`config.mk`:
```
export PLATFORM = sky130hd
export DESIGN_NAME = derandomizer
export DESIGN_NICKNAME = d
export VERILOG_FILES = /design/src/rtl/derand_pkg.sv /design/src/rtl/prbs15_lfsr.sv /design/src/rtl/derandomizer.sv
export SDC_FILE = /design/constraint.sdc
export NUM_CORES = 1
export LEC_CHECK = 0
export BUFFER_PORTS_ARGS = -buffer_cell sky130_fd_sc_hd__buf_2
export CORE_ASPECT_RATIO = 1.5
export CORE_MARGIN = 2
export CORE_UTILIZATION = 36
export DETAILED_ROUTE_END_ITERATION = 10
export SLEW_MARGIN = 20
export SYNTH_ARGS = -nofsm -noshare
export SYNTH_HDL_FRONTEND = slang
export SYNTH_SLANG_ARGS = --single-unit
```
`constraint.sdc`:
```
create_clock -name i_clk -period 1.5 [get_ports i_clk]
set_input_delay 0.15 -clock i_clk [delete_from_list [all_inputs] [get_ports i_clk]]
set_output_delay 0.15 -clock i_clk [all_outputs]
set_load 0.05 [all_outputs]
```
`src/rtl/derand_pkg.sv`:
```
// Shared constants and types for the PRBS-15 (1 + x^14 + x^15) derandomizer.
// Seed convention: seed[14] is r1, seed[0] is r15.
// Tap positions are numbered r1..r15 as in the polynomial.
package derand_pkg;

    localparam int SEED_W = 15;
    localparam int TAP_A  = 14;
    localparam int TAP_B  = 15;

    localparam logic [SEED_W-1:0] DEFAULT_SEED = 15'b011_0111_0001_0101;

    typedef enum logic {
        IDLE = 1'b0,
        RUN  = 1'b1
    } state_t;

    // Vector index of register stage r<n>; r1 sits at the MSB.
    function automatic int tap_idx(input int n);
        return SEED_W - n;
    endfunction

endpackage

```
`src/rtl/prbs15_lfsr.sv`:
```
// PRBS-15 Fibonacci LFSR shared by the randomizer and the derandomizer.
// Latency: o_f is combinational from the current state; load and advance act on the next edge.
// Backpressure: none; the state moves only when i_adv is high, and load has priority.
module prbs15_lfsr
    import derand_pkg::*;
(
    input  logic              i_clk,
    input  logic              i_rst_n,
    input  logic              i_load,
    input  logic [SEED_W-1:0] i_seed,
    input  logic              i_adv,
    output logic              o_f
);

    logic [SEED_W-1:0] r_lfsr;
    logic              w_f;

    assign w_f = r_lfsr[tap_idx(TAP_A)] ^ r_lfsr[tap_idx(TAP_B)];
    assign o_f = w_f;

    // Seed load wins over advance; an advance shifts r1..r14 down and feeds f into r1.
    always_ff @(posedge i_clk or negedge i_rst_n) begin
        if (!i_rst_n) begin
            r_lfsr <= '0;
        end else if (i_load) begin
            r_lfsr <= i_seed;
        end else if (i_adv) begin
            r_lfsr <= {w_f, r_lfsr[SEED_W-1:1]};
        end
    end

endmodule

```
`src/rtl/derandomizer.sv`:
```
// Block-framed PRBS-15 derandomizer: out_bit = in_bit ^ (r14 ^ r15) per accepted bit.
// Latency: 1 cycle from accepting edge to out_valid/out_bit/block_done/drop_err.
// Backpressure: none; bits arriving while IDLE or alongside a load are dropped with drop_err.
// Option: define DERAND_AUTO_RELOAD_EN to reload the stored seed at block end and stay in RUN.
module derandomizer
    import derand_pkg::*;
#(
    parameter int BLOCK_BITS = 96
)(
    input  logic              i_clk,
    input  logic              i_rst_n,
    input  logic              i_load,
    input  logic [SEED_W-1:0] i_seed,
    input  logic              i_in_valid,
    input  logic              i_in_bit,
    output logic              o_out_valid,
    output logic              o_out_bit,
    output logic              o_block_done,
    output logic              o_busy,
    output logic              o_drop_err
);

    localparam int CNT_W = $clog2(BLOCK_BITS + 1);

    state_t            r_state;
    logic [CNT_W-1:0]  r_cnt;
    logic [SEED_W-1:0] r_seed;
    logic              r_busy;
    logic              r_out_valid;
    logic              r_out_bit;
    logic              r_block_done;
    logic              r_drop_err;

    logic              w_accept;
    logic              w_last;
    logic              w_reload;
    logic              w_lfsr_load;
    logic [SEED_W-1:0] w_lfsr_seed;
    logic              w_f;

    // A load in the same cycle steals the bit: the block restarts and the bit is dropped.
    assign w_accept = (r_state == RUN) && i_in_valid && !i_load;
    assign w_last   = w_accept && (r_cnt == CNT_W'(BLOCK_BITS - 1));

`ifdef DERAND_AUTO_RELOAD_EN
    assign w_reload = w_last;
`else
    assign w_reload = 1'b0;
`endif

    assign w_lfsr_load = i_load || w_reload;
    assign w_lfsr_seed = i_load ? i_seed : r_seed;

    prbs15_lfsr u_lfsr (
        .i_clk   (i_clk),
        .i_rst_n (i_rst_n),
        .i_load  (w_lfsr_load),
        .i_seed  (w_lfsr_seed),
        .i_adv   (w_accept),
        .o_f     (w_f)
    );

    // Block FSM, bit counter and registered outputs.
    always_ff @(posedge i_clk or negedge i_rst_n) begin
        if (!i_rst_n) begin
            r_state      <= IDLE;
            r_cnt        <= '0;
            r_seed       <= '0;
            r_busy       <= 1'b0;
            r_out_valid  <= 1'b0;
            r_out_bit    <= 1'b0;
            r_block_done <= 1'b0;
            r_drop_err   <= 1'b0;
        end else begin
            r_out_valid  <= w_accept;
            r_block_done <= w_last;
            r_drop_err   <= i_in_valid && !w_accept;
            if (w_accept) begin
                r_out_bit <= i_in_bit ^ w_f;
            end

            case (r_state)
                IDLE: begin
                    if (i_load) begin
                        r_state <= RUN;
                        r_busy  <= 1'b1;
                        r_cnt   <= '0;
                        r_seed  <= i_seed;
                    end
                end
                RUN: begin
                    if (i_load) begin
                        // Abort: restart the block without a block_done.
                        r_cnt  <= '0;
                        r_seed <= i_seed;
                    end else if (w_last) begin
`ifdef DERAND_AUTO_RELOAD_EN
                        r_cnt   <= '0;
`else
                        r_cnt   <= CNT_W'(BLOCK_BITS);
                        r_state <= IDLE;
                        r_busy  <= 1'b0;
`endif
                    end else if (w_accept) begin
                        r_cnt <= r_cnt + CNT_W'(1);
                    end
                end
                default: begin
                    r_state <= IDLE;
                    r_busy  <= 1'b0;
                end
            endcase
        end
    end

    assign o_out_valid  = r_out_valid;
    assign o_out_bit    = r_out_bit;
    assign o_block_done = r_block_done;
    assign o_busy       = r_busy;
    assign o_drop_err   = r_drop_err;

endmodule

```
# --- Yosys cells after proc, flatten, opt, wreduce, memory -nomap -nowiden ---
# Index checks and enable logic that the tools add are counted.
# Widths: inputs -> output; s select.
word_totals:
  regBits: 28
  latch_bits: 0
  ram_bits: 0
  mem_bits_ro: 0
  in_bits: 20
  output_inout_bits: 5
  word_cells: 41
  mem_count: 0
classes:
  n_addsub: 1
  multipliers: 0
  div_mod_pow: 0
  order_cmp: 0
  n_eq_ne: 5
  n_shift: 0
  mux: 15
  bitwise_logic: 3
  reduce_logical: 9
ops:
  columns: ["operator", "count"]
  rows:
  - ["$mux 15", 2]
  - ["$mux 7", 4]
  - ["$pmux 7 s2", 1]
  - ["$add 7x1->7 const B", 1]
  - ["$eq 7x7->1 const B", 1]
  - ["$mux 1", 6]
  - ["$logic_and 1x1->1", 4]
  - ["$ne 2x2->1 const B", 2]
  - ["$ne 4x2->1 const B", 1]
  - ["$pmux 1 s2", 2]
  - ["$reduce_and 3->1", 1]
  - ["$logic_not 1->1", 2]
  - ["$ne 2x1->1 const B", 1]
  - ["$reduce_and 2->1", 1]
  - ["$reduce_bool 2->1", 1]
  - ["$xor 1x1->1", 2]
  - ["$not 1->1", 1]

# --- Longest topological paths before layout ---
logic_depth:
  ltp_word: 6
  ltp_mapped: 4
  mapped_depth_nobuf: 4

# --- Hierarchy ---
# Synthesis repeated with hierarchy kept, for this count alone.
unflattened:
  cells_unflattened: 159
  area_unflattened_um2: 1890.6
modules_own_cells:
  columns: ["module", "instances", "cells_each", "area_per_inst_um2", "seq_area_each_um2"]
  rows:
  - ["derandomizer", 1, 92, 1159.9, 700.7]
  - ["prbs15_lfsr", 1, 67, 730.7, 375.4]

# --- Worst setup path after synthesis ---
# No wires, ideal clock.
synth_timing:
  kind: "register -> register"
  start: "register r_cnt[0]"
  end: "register r_busy, in the netlist o_busy"
  t_arrival_ps: 1244
  t_required_ps: 1376
  slack_ps: 132
  stages_incl_launch_ff: 5
  n_path_buf: 0
  synth_period_minus_slack_ps: 1368
  cell_sequence: "dfrtp_1 ha_1 nand2_1 or3_1 o31a_1"
synth_between:
  elab_chain_cells: 4
synth_lines:
  columns: ["item", "line", "text"]
  rows:
  - ["start: declaration", "derandomizer.sv:26", "logic [CNT_W-1:0] r_cnt;"]
  - ["start signal: assignment", "derandomizer.sv:100", "r_cnt <= CNT_W'(BLOCK_BITS);"]
  - ["start signal: assignment", "derandomizer.sv:105", "r_cnt <= r_cnt + CNT_W'(1);"]
  - ["$eq 7x7->1", "derandomizer.sv:43", "assign w_last = w_accept && (r_cnt == CNT_W'(BLOCK_BITS - 1));"]
  - ["$logic_and 1x1->1", "derandomizer.sv:43", null]
  - ["$ne 2x1->1 (no source line)", null, null]
  - ["$reduce_and 3->1 (no source line)", null, null]
  - ["end signal: assignment", "derandomizer.sv:69", "r_busy <= 1'b0;"]
  - ["end signal: assignment", "derandomizer.sv:86", "r_busy <= 1'b1;"]
  - ["end signal: assignment", "derandomizer.sv:102", "r_busy <= 1'b0;"]
  - ["end: declaration", "derandomizer.sv:28", "logic r_busy;"]
# No other way between the ends.
# A chain may end at the register's enable or synchronous reset.

# --- Final worst setup path ---
# Ends and elaborated chain as after synthesis.

==> PnR_summary.wiki <==
{| class="wikitable"
! Metric !! Value
|-
| Top fanout value on the critical path || 5
|-
| Final Max Tran Viols || 0
|-
| R2r setup slk || 0.05 ns
|-
| Required @ worst endpoint || 1.66 ns
|-
| Number of routed nets with antenna violations || 0
|-
| Chip Width || 52.90 µm
|-
| DRC errors left || 0
|-
| ANT cells || 0
|-
| Setup ws final || 0.04812 ns
|-
| Maximum resistive drop on vdd || 0.0005803 V
|-
| Net count after synthesis || 145
|-
| Utilization after layout || 0.4498
|-
| Starting density of the core || 0.3780
|-
| Endpoint of the most critical register-to-register path || o_busy
|-
| Pleak || 0.7276 nW
|-
| Count of endpoints failing hold in the final timing report || 0
|-
| Antenna violations before repair || 0
|-
| Buffer type at the clock tree root || sky130_fd_sc_hd__clkbuf_8
|-
| Start point of the worst hold path || i_seed[9]
|-
| Worst min-delay path category || primary input to register
|-
| Number of cell instances on the worst register-to-register path || 4
|-
| IO Pins || 25
|-
| Setup repair after global routing missed its margin || yes
|-
| Hold depth || 3
|-
| Grt met1 use || 0.1797
|-
| Clock buffer count from CTS || 3
|-
| Clk_lat worst skew || 0.27 ns
|-
| Buffers and inverters on the worst path || 0
|-
| WL per Instance || 12.22 µm
|-
| Overall power after layout || 1.501 mW
|-
| CP peak stage delay || 0.42 ns
|-
| Post-synthesis area per instance || 10.41 µm²
|-
| Fraction of met2 tracks used by global routing || 0.2313
|-
| Weighted congestion reported at the end of routability-driven placement || 0.8389
|-
| Yosys warning count || 0
|-
| Post-route cell area || 1536 µm²
|-
| Max Freq || 688.8 MHz
|-
| Netlist Area Pre-Place || 1291 µm²
|-
| Number of nets in the layout || 175
|-
| # Max-Cap Violations || 0
|-
| I/O Buffers || 24
|-
| Die Outline Area || 4092 µm²
|-
| Global-route wire length before repair || 4471 µm
|-
| Total length of routed wires || 2371 µm
|-
| Met3 GRT Util || 0.02885
|-
| Setup violators final || 0
|-
| Area taken by flip-flops and latches || 700.7 µm²
|-
| Register area share after synthesis || 0.5426
|-
| Pin count of the biggest net entering global routing || 31
|-
| Clock tree buffer depth || 2
|-
| Worst clock skew || 0.002198 ns
|-
| Crit path max-delay cell type || sky130_fd_sc_hd__dfrtp_1
|-
| Worst Setup End Kind || register
|-
| Critical path cell sequence || ha_2 -> nand2_1 -> or3_1 -> o31a_1
|-
| Worst Hold Path EP || u_lfsr.r_lfsr[9]
|-
| Number of fill cells in the layout || 349
|-
| GRT Max-Usage Layer || met2
|-
| Detailed-route vias per instance || 5.041
|-
| Status || completed
|-
| Deepest level of the CTS H-tree || 1
|-
| First DRT Iteration DRCs || 6
|-
| CTS tree || done
|-
| Number of detailed-routing iterations run before antenna repair || 4
|-
| Number of global-route vias before repair || 1025
|-
| Startpoint of the worst-slack reg-to-reg timing path || r_cnt[0]
|-
| Total negative slack || 0 ns
|-
| Overall Global Routing Usage || 0.1403
|-
| Synth cell types || 30
|-
| Actual slew at the worst max-slew pin || 0.6292 ns
|-
| Sum of overflow across all layers after global routing || 0
|-
| Combined area of the multi-input logic cells || 559.3 µm²
|-
| Clock transition at the registers of the reported paths || 0.09 ns
|-
| Flip-flop and latch count after synthesis || 28
|-
| Area of the core || 3416 µm²
|-
| CP delay by family, top || simple AND/OR/NAND/NOR gates
|-
| Share of final-layout standard cells stronger than drive strength 1 || 0.2303
|-
| Fraction of the cycle the final worst path needs || 0.9679
|-
| Pre-CTS setup slack || 0.02922 ns
|-
| HPWL after detailed placement || 1769 µm
|-
| Final Instance Count excl. Fillers || 194
|-
| Sinks on Clock Net || 28
|-
| Power per cell area || 977.2 nW/µm²
|-
| Total instance count after detailed placement || 189
|-
| Area delta synth->final || 18.99%
|-
| Time the final worst path needs with I/O delays and setup || 1.452 ns
|-
| Slew margin rel. || 0.5805
|-
| Data arrival at the endpoint of the critical path || 1.61 ns
|-
| Die span in y || 77.35 µm
|-
| Standard cell area after detailed placement || 1473 µm²
|-
| Total vias in the final route || 978
|-
| Cell row count || 26
|-
| Post-route worst hold slack || 0.08317 ns
|-
| Launching element type of the critical path || register
|-
| Number of instances in the synthesized netlist || 124
|-
| Crit Path Category || register to register
|}
## worst max path at each step
| stage | start | endpoint | slack [ns] | depth (start not counted) |
|---|---|---|---|---|
| after global routing | r_cnt[0] | o_busy | -0.02 | 4 |
| final | r_cnt[0] | o_busy | 0.05 | 4 |
| after CTS | r_cnt[0] | o_busy | 0.02 | 4 |
| after global placement | r_cnt[0] | o_busy | 0.05 | 4 |
| after floorplan | r_cnt[0] | o_busy | 0.13 | 4 |
| after detailed placement | r_cnt[0] | o_busy | 0.03 | 4 |
## flip-flops by register name (all words and copies together), names as in the netlist
| register | count |
|---|---|
| o_out_valid | 1 |
| o_out_bit | 1 |
| r_state | 1 |
| o_drop_err | 1 |
| o_busy | 1 |
| o_block_done | 1 |
| u_lfsr.r_lfsr | 15 |
| r_cnt | 7 |
## cells in the final DEF, fill, tap and decap left out, types with 4 or more instances in the layout
cell and count:
sky130_fd_sc_hd__buf_2 24, sky130_fd_sc_hd__nand2_1 22, sky130_fd_sc_hd__nand3_1 5, sky130_fd_sc_hd__dfrtp_1 28, sky130_fd_sc_hd__buf_4 6, sky130_fd_sc_hd__mux2i_1 15
sky130_fd_sc_hd__o21ai_1 15, sky130_fd_sc_hd__a21oi_1 4
## routing by layer
layer  wire length, µm  vias to the layer above
met1              1024                      462
met4                15                        0
met3               106                        2
met2              1224                       20
li1                  -                      494
met5                 0                        -
## power breakdown
group	switching, mW	internal, mW
Combinational	0.158	0.100
Sequential	0.0330	0.816
Clock	0.215	0.180
## cells in the mapped netlist (all sizes together)
library cell | number | area share
nor2b | 1 | 0.0048
nand3 | 5 | 0.019
dfrtp | 28 | 0.54
ha | 1 | 0.0097
and4 | 1 | 0.0068
mux2 | 2 | 0.017
o221a | 1 | 0.0087
inv | 2 | 0.0058
a31oi | 1 | 0.0048
mux2i | 15 | 0.12
a21oi | 4 | 0.016
nand2 | 23 | 0.067
a211oi | 1 | 0.0058
nor2 | 3 | 0.0087
or3 | 3 | 0.015
nor3 | 1 | 0.0039
o21ai | 16 | 0.062
o21bai | 1 | 0.0058
buf | 4 | 0.016
o31a | 1 | 0.0068
clkbuf | 2 | 0.0058
o41ai | 1 | 0.0068
o311ai | 1 | 0.0068
and3b | 1 | 0.0068
nand4 | 1 | 0.0048
o31ai | 1 | 0.0058
xor2 | 3 | 0.020
## area by class of cell
type	count	share of cell area
sequential	28	0.4560
multi-input combinational	88	0.3640
timing repair buffer	31	0.1140
tap	42	0.03420
clock buffer	3	0.02687
inverter	2	0.004886
## logic make-up (layout without fill, tap and decap cells)
logic type | count (synthesis) | in the layout | synth area share
and+or+nand+nor | 39 | 39 | 0.1366
DFF | 28 | 28 | 0.5426
buffers and inverters | 8 | 36 | 0.02810
adders and majority gates | 1 | 1 | 0.009688
xor gates and xnor gates | 3 | 3 | 0.02035
AOI/OAI and AO/OA | 28 | 28 | 0.1289
muxes | 17 | 17 | 0.1337
## tightest hold or removal path, stage by stage
cell	delay, ns
sky130_fd_sc_hd__buf_2	0.07
sky130_fd_sc_hd__nand2_1	0.03
sky130_fd_sc_hd__o21ai_1	0.06
## timing repair
action | 4_1_cts | 5_1_grt
endpoints found under the hold margin | 28 | 0
hold buffers | 1 | 0
buffers inserted | 0 | 1
resized for setup | 0 | 2
endpoints found under the setup margin | 0 | 15
No activity file was read; power rests on OpenSTA's default activity.
